$ cat src/rtl/venus_dma_csr_pkg.sv
// Shared types and register map for the Venus DMA control-register window.
`ifndef VENUSDMA_CTRLREG_OFFSET
`define VENUSDMA_CTRLREG_OFFSET 32'h1ffe_0000
`endif

package venus_dma_csr_pkg;

  localparam int unsigned CSR_CFG_OFF       = 'h00;
  localparam int unsigned CSR_SRC_OFF       = 'h08;
  localparam int unsigned CSR_DST_OFF       = 'h10;
  localparam int unsigned CSR_LEN_OFF       = 'h18;
  localparam int unsigned CSR_STAT_OFF      = 'h20;
  localparam int unsigned CSR_ERRORADDR_OFF = 'h28;
  localparam int unsigned CSR_ERRORSRC_OFF  = 'h30;

  localparam int unsigned CFG_GO_BIT      = 0;
  localparam int unsigned CFG_IRQEN_BIT   = 1;
  localparam int unsigned STAT_ACTIVE_BIT = 0;
  localparam int unsigned STAT_DONE_BIT   = 1;
  localparam int unsigned STAT_ERR_BIT    = 2;

  typedef struct packed {
    logic        csr_wr_en;
    logic [31:0] csr_waddr;
    logic [31:0] csr_wdata;
    logic        csr_rd_en;
  } csr_req_t;

  typedef struct packed {
    logic [511:0] csr_rdata;
  } csr_resp_t;

  typedef struct packed {
    logic [31:0] src;
    logic [31:0] dst;
    logic [31:0] num_bytes;
  } s_dma_desc_t;

  typedef enum logic [1:0] {
    DMA_AXI_RD_ERR = 2'd0,
    DMA_AXI_WR_ERR = 2'd1,
    DMA_DESC_ERR   = 2'd2,
    DMA_OTHER_ERR  = 2'd3
  } err_src_t;

  typedef struct packed {
    logic [31:0] addr;
    err_src_t    src;
    logic        valid;
  } s_dma_error_t;

  typedef enum logic {
    DMA_ST_IDLE = 1'b0,
    DMA_ST_RUN  = 1'b1
  } dma_sm_t;

endpackage

$ cat src/rtl/venus_dma_csr.sv
// DMA CSR responder: register file, address decode, status FSM and read window.
module venus_dma_csr
  import venus_dma_csr_pkg::*;
#(
  parameter logic [31:0] BASE_ADDR = `VENUSDMA_CTRLREG_OFFSET
) (
  input  logic         clk,
  input  logic         rst,
  input  csr_req_t     csr_req_i,
  output csr_resp_t    csr_resp_o,
  output logic         csr_rvalid_o,
  output s_dma_desc_t  desc_o,
  output logic         start_o,
  input  logic         done_i,
  input  s_dma_error_t error_i,
  output logic         irq_o
);

  dma_sm_t      state_q, state_d;
  logic         irqen_q, irqen_d;
  logic [31:0]  src_q, src_d, dst_q, dst_d, len_q, len_d;
  logic         done_q, done_d, err_q, err_d;
  logic [31:0]  erraddr_q, erraddr_d;
  err_src_t     errsrc_q, errsrc_d;
  logic         start_q, start_d;
  logic [511:0] rdata_q, rdata_d;
  logic         rvalid_q;

  logic         wr_hit, active;
  logic [5:0]   woff;
  logic [31:0]  wdata;
  logic         sel_cfg, sel_src, sel_dst, sel_len, sel_stat;
  logic         go_req, w1c_done, w1c_err, done_set;
  logic [511:0] window;

  assign active = (state_q == DMA_ST_RUN);
  assign wr_hit = csr_req_i.csr_wr_en && (csr_req_i.csr_waddr[31:6] == BASE_ADDR[31:6]);
  assign woff   = csr_req_i.csr_waddr[5:0];
  assign wdata  = csr_req_i.csr_wdata;

  assign sel_cfg  = wr_hit && (woff == 6'(CSR_CFG_OFF));
  assign sel_src  = wr_hit && (woff == 6'(CSR_SRC_OFF));
  assign sel_dst  = wr_hit && (woff == 6'(CSR_DST_OFF));
  assign sel_len  = wr_hit && (woff == 6'(CSR_LEN_OFF));
  assign sel_stat = wr_hit && (woff == 6'(CSR_STAT_OFF));

  assign go_req   = sel_cfg  && wdata[CFG_GO_BIT];
  assign w1c_done = sel_stat && wdata[STAT_DONE_BIT];
  assign w1c_err  = sel_stat && wdata[STAT_ERR_BIT];

  always_comb begin
    window = '0;
    window[8*CSR_CFG_OFF       +: 32] = {30'b0, irqen_q, 1'b0};
    window[8*CSR_SRC_OFF       +: 32] = src_q;
    window[8*CSR_DST_OFF       +: 32] = dst_q;
    window[8*CSR_LEN_OFF       +: 32] = len_q;
    window[8*CSR_STAT_OFF      +: 32] = {29'b0, err_q, done_q, active};
    window[8*CSR_ERRORADDR_OFF +: 32] = erraddr_q;
    window[8*CSR_ERRORSRC_OFF  +: 32] = {30'b0, errsrc_q};
  end

  always_comb begin
    state_d  = state_q;
    start_d  = 1'b0;
    done_set = 1'b0;
    case (state_q)
      DMA_ST_IDLE: begin
        if (go_req) begin
          if (len_q != '0) begin
            state_d = DMA_ST_RUN;
            start_d = 1'b1;
          end else begin
            done_set = 1'b1;
          end
        end
      end
      DMA_ST_RUN: begin
        if (done_i || error_i.valid) state_d = DMA_ST_IDLE;
        if (done_i) done_set = 1'b1;
      end
      default: state_d = DMA_ST_IDLE;
    endcase
  end

  always_comb begin
    irqen_d = sel_cfg ? wdata[CFG_IRQEN_BIT] : irqen_q;
    src_d   = (sel_src && !active) ? wdata : src_q;
    dst_d   = (sel_dst && !active) ? wdata : dst_q;
    len_d   = (sel_len && !active) ? wdata : len_q;
    // Hardware set wins over W1C; a new error arriving with the W1C is the first of the next episode.
    done_d    = (done_q & ~w1c_done) | done_set;
    err_d     = (err_q & ~w1c_err) | error_i.valid;
    erraddr_d = erraddr_q;
    errsrc_d  = errsrc_q;
    if (error_i.valid && (!err_q || w1c_err)) begin
      erraddr_d = error_i.addr;
      errsrc_d  = error_i.src;
    end else if (w1c_err) begin
      erraddr_d = '0;
      errsrc_d  = DMA_AXI_RD_ERR;
    end
    rdata_d = csr_req_i.csr_rd_en ? window : rdata_q;
  end

  always_ff @(posedge clk or posedge rst) begin
    if (rst) begin
      state_q   <= DMA_ST_IDLE;
      irqen_q   <= 1'b0;
      src_q     <= '0;
      dst_q     <= '0;
      len_q     <= '0;
      done_q    <= 1'b0;
      err_q     <= 1'b0;
      erraddr_q <= '0;
      errsrc_q  <= DMA_AXI_RD_ERR;
      start_q   <= 1'b0;
      rdata_q   <= '0;
      rvalid_q  <= 1'b0;
    end else begin
      state_q   <= state_d;
      irqen_q   <= irqen_d;
      src_q     <= src_d;
      dst_q     <= dst_d;
      len_q     <= len_d;
      done_q    <= done_d;
      err_q     <= err_d;
      erraddr_q <= erraddr_d;
      errsrc_q  <= errsrc_d;
      start_q   <= start_d;
      rdata_q   <= rdata_d;
      rvalid_q  <= csr_req_i.csr_rd_en;
    end
  end

  assign csr_resp_o.csr_rdata = rdata_q;
  assign csr_rvalid_o         = rvalid_q;
  assign start_o              = start_q;
  assign desc_o.src           = src_q;
  assign desc_o.dst           = dst_q;
  assign desc_o.num_bytes     = len_q;
  assign irq_o                = irqen_q & (done_q | err_q);

endmodule

$ cat config.mk
export PLATFORM = sky130hd
export DESIGN_NAME = venus_dma_csr
export DESIGN_NICKNAME = d
export VERILOG_FILES = /design/src/rtl/venus_dma_csr_pkg.sv /design/src/rtl/venus_dma_csr.sv
export SDC_FILE = /design/constraint.sdc
export NUM_CORES = 1
export LEC_CHECK = 0
export CORE_AREA = 2 2 275 277
export DETAILED_ROUTE_END_ITERATION = 10
export DIE_AREA = 0 0 277 279
export GPL_TIMING_DRIVEN = 0
export PLACE_DENSITY_LB_ADDON = 0.1
export SLEW_MARGIN = 20
export SYNTH_ARGS = -nofsm -noshare
export SYNTH_HDL_FRONTEND = slang
export SYNTH_SLANG_ARGS = --single-unit
$ cat constraint.sdc
create_clock -name clk -period 15.2 [get_ports clk]
set_input_delay 2.28 -clock clk [delete_from_list [all_inputs] [get_ports clk]]
set_output_delay 2.28 -clock clk [all_outputs]
set_load 0.005 [all_outputs]
==> out/qor.txt <==
setup_tns: 0 ns
Worst Skew: 0.0137 ns
Simple-Gate Fraction of Synth Area: 2.10%
final worst-path cycle share: 30.7%
most frequent cells in the layout: buf_4, conb_1, clkdlybuf4s50_1
post-synthesis compound-gate area fraction: 2.75%
register area: 6760 µm²
Final Hold Vio Count: 0
WL/cell: 16.7 µm
CTS tree: built
post-synth cell types: 33
CP endpoint kind: flip-flop
slowest CP cell: nor4_2
Crit path depth: 7
share of layout cells above drive strength 1: 38.2%
Layout fillers: 7836
vias: 8853
Layout area overhead: 55.7%
Hold Path Class: reg -> reg
dpl hpwl: 35900 µm
area of the multi-input gates: 4650 µm²
worst rel slew slack: 37.4%
Chip Height: 279 µm
post-synthesis sequential area ratio: 52.0%
Starting DRT DRC Count: 232
antenna viol nets, final: 0
maximum level of the CTS H-tree: 2
setup violators final: 0
R2R cell count: 5
Worst Tran Pin Value: 0.938 ns
CTS max path bufs: 3
Crit path arrival time: 5.10 ns
CTS Hold Bufs: 0
Initial Utilization: 17.6%
Clk Latency, worst-skew pair: 0.56 ns
CP Buf/Inv Count: 2
P_leak: 10.3 nW
Core ar.: 74100 µm²
Clock transition at path regs: 0.06 ns
Critical Path Source Type: input port
Die W: 277 µm
Finished Layout Cells: 2748
Peak VDD IR: 0.0639 mV
post_cts resized: 0
total clock sinks: 270
# rows: 100
max incr delay on CP: 0.61 ns
commonest non-fill, non-tap cell in the layout: buf_4
Critical Path RT: 15.64 ns
Post-Synth XOR/XNOR Area: 0%
Hold Crit Start: erraddr_q[14]
flop2flop setup slack: 13.08 ns
dpl cells: 2683
cell family with most CP delay: simple AND/OR/NAND/NOR gates
Max Clock Freq: 215 MHz
Cells after Synth: 998
Max Slew Vio Count: 0
Worst Hold Path EP: erraddr_q[14]
input/output buffers: 336
largest net degree at the start of global routing: 84
critical path peak fanout: 10
RSZ-0062 raised after global routing: no
GRT Total Usage: 11.5%
hold depth: 1
Routed WL: 45800 µm
Final GP Congestion: 0.674
Syn. warnings: 0
flops & latches, synth: 270
power density cells: 89.9 nW/µm²
IO Count: 715
number of global-route vias before repair: 8797
Initial DRT Pass Iterations: 4
Reg2Reg Launch Point: active
Max Cap Viol: 0
CP Cell Sequence: clkdlybuf4s50_1 -> nor4_1 -> nand4_1 -> nor4_2 -> a31oi_1 -> clkbuf_1 -> a22o_1
cts bufs inserted: 37
Post-CTS Setup Inserts: 0
vias per inst: 3.22
global route overflow: 0
Post-Syn Area: 13000 µm²
largest family of logic cells by synthesized area: buffers and inverters
r2r endpoint: src_q[7]
post-synthesis area per instance: 13.0 µm²
initial antenna violation count: 9
Final Critical Period: 4.66 ns
Nets: 1857
mux share of post-synthesis cell area: 20.0%
first-pass GRT wire length: 65000 µm
Post-Synth Adder-Cell Area: 0%
Die Area: 77300 µm²
DRC viols: 0
Critical Setup Path Class: in -> reg
status: finished, final reports clean
Root Driver: clkbuf_16
[cell type report]
type	count	area share, %
flip-flops and latches	270	33.4
inverters	2	0.0741
repair buffers	339	17.0
plain buffers	412	14.8
well taps	969	5.99
diodes	3	0.0371
clock buffers	53	5.22
multi-input cells	691	23.0
clock inverters	9	0.494
[worst reg2reg max path: stages (launching register included)]
cell	delay (ns)
dfrtp_1	0.43
nor2_1	0.23
and4_1	0.21
clkbuf_1	0.39
buf_4	0.36
mux2_2	0.38
[per-stage QoR]
stage	area, µm²	power (mW)	worst slack, ns	hold WS (ns)	utilization (%)
6_report	20200	1.82	10.54	0.499	27.3
5_1_grt	20200	1.92	10.26	0.514	27.3
2_1_floorplan	14400	0.904	5.48	0.467	-
3_3_place_gp	19000	0.990	0.486	0.483	25.6
4_1_cts	20200	1.87	10.32	0.502	27.3
3_5_place_dp	19100	0.994	9.71	0.488	25.8
[cell families after synthesis]
group           Yosys count
compound gates           42
buf+inv                 414
flops                   270
mux                     231
other cells               1
simple gates             40
[sequential cells by signal (all words and copies together), names as in the netlist]
register and flops:
irqen_q 1, len_q 32, active 1, start_o 1, csr_rvalid_o 1, csr_resp_o 134
src_q 32, errsrc_q 2, erraddr_q 32, dst_q 32, done_q 1, err_q 1
[worst max-delay path by stage]
stage                   from              end  slack [ns]
2_1_floorplan            rst           active        5.48
3_3_place_gp             rst   csr_resp_o[76]        0.49
3_5_place_dp    csr_req_i[0]  csr_resp_o[322]        9.71
4_1_cts         csr_req_i[0]  csr_resp_o[221]       10.32
5_1_grt        csr_req_i[43]    erraddr_q[12]       10.26
6_report       csr_req_i[43]      errsrc_q[0]       10.54
[cell usage after synthesis (all sizes together)]
cell | count | area [µm²]
or4 | 4 | 33.8
nor3 | 1 | 5.00
nor4b | 1 | 8.76
a41o | 1 | 10.0
or3 | 1 | 6.26
a221oi | 1 | 8.76
nand4 | 5 | 31.3
nor4bb | 2 | 20.0
dfrtp | 270 | 6760
or2 | 2 | 12.5
nor4 | 11 | 75.1
nor2 | 5 | 18.8
a22o | 34 | 298
and4bb | 1 | 12.5
buf | 391 | 2930
nor2b | 1 | 6.26
a21boi | 1 | 7.51
a31oi | 1 | 6.26
a21o | 2 | 15.0
mux2 | 231 | 2600
nand3 | 2 | 10.0
clkbuf | 21 | 80.1
nand2b | 1 | 6.26
and4 | 3 | 26.3
o21a | 1 | 7.51
inv | 2 | 7.51
conb | 1 | 3.75
o21ai | 1 | 5.00
[power by group]
part | switching, mW | total [mW] | internal (mW)
logic | 0.0899 | 0.225 | 0.135
clock network | 0.350 | 0.837 | 0.486
registers | 0.0132 | 0.758 | 0.744
total | 0.453 | 1.82 | 1.37
[per-layer routing]
| metal | global-route usage (%) | part of all wire (%) |
|---|---|---|
| met3 | 5.64 | 11 |
| met2 | 19.6 | 50 |
| met1 | 12.7 | 38 |
| met5 | 0 | 0.12 |
| met4 | 2.93 | 1.7 |
(Power assumes the default switching activity.)
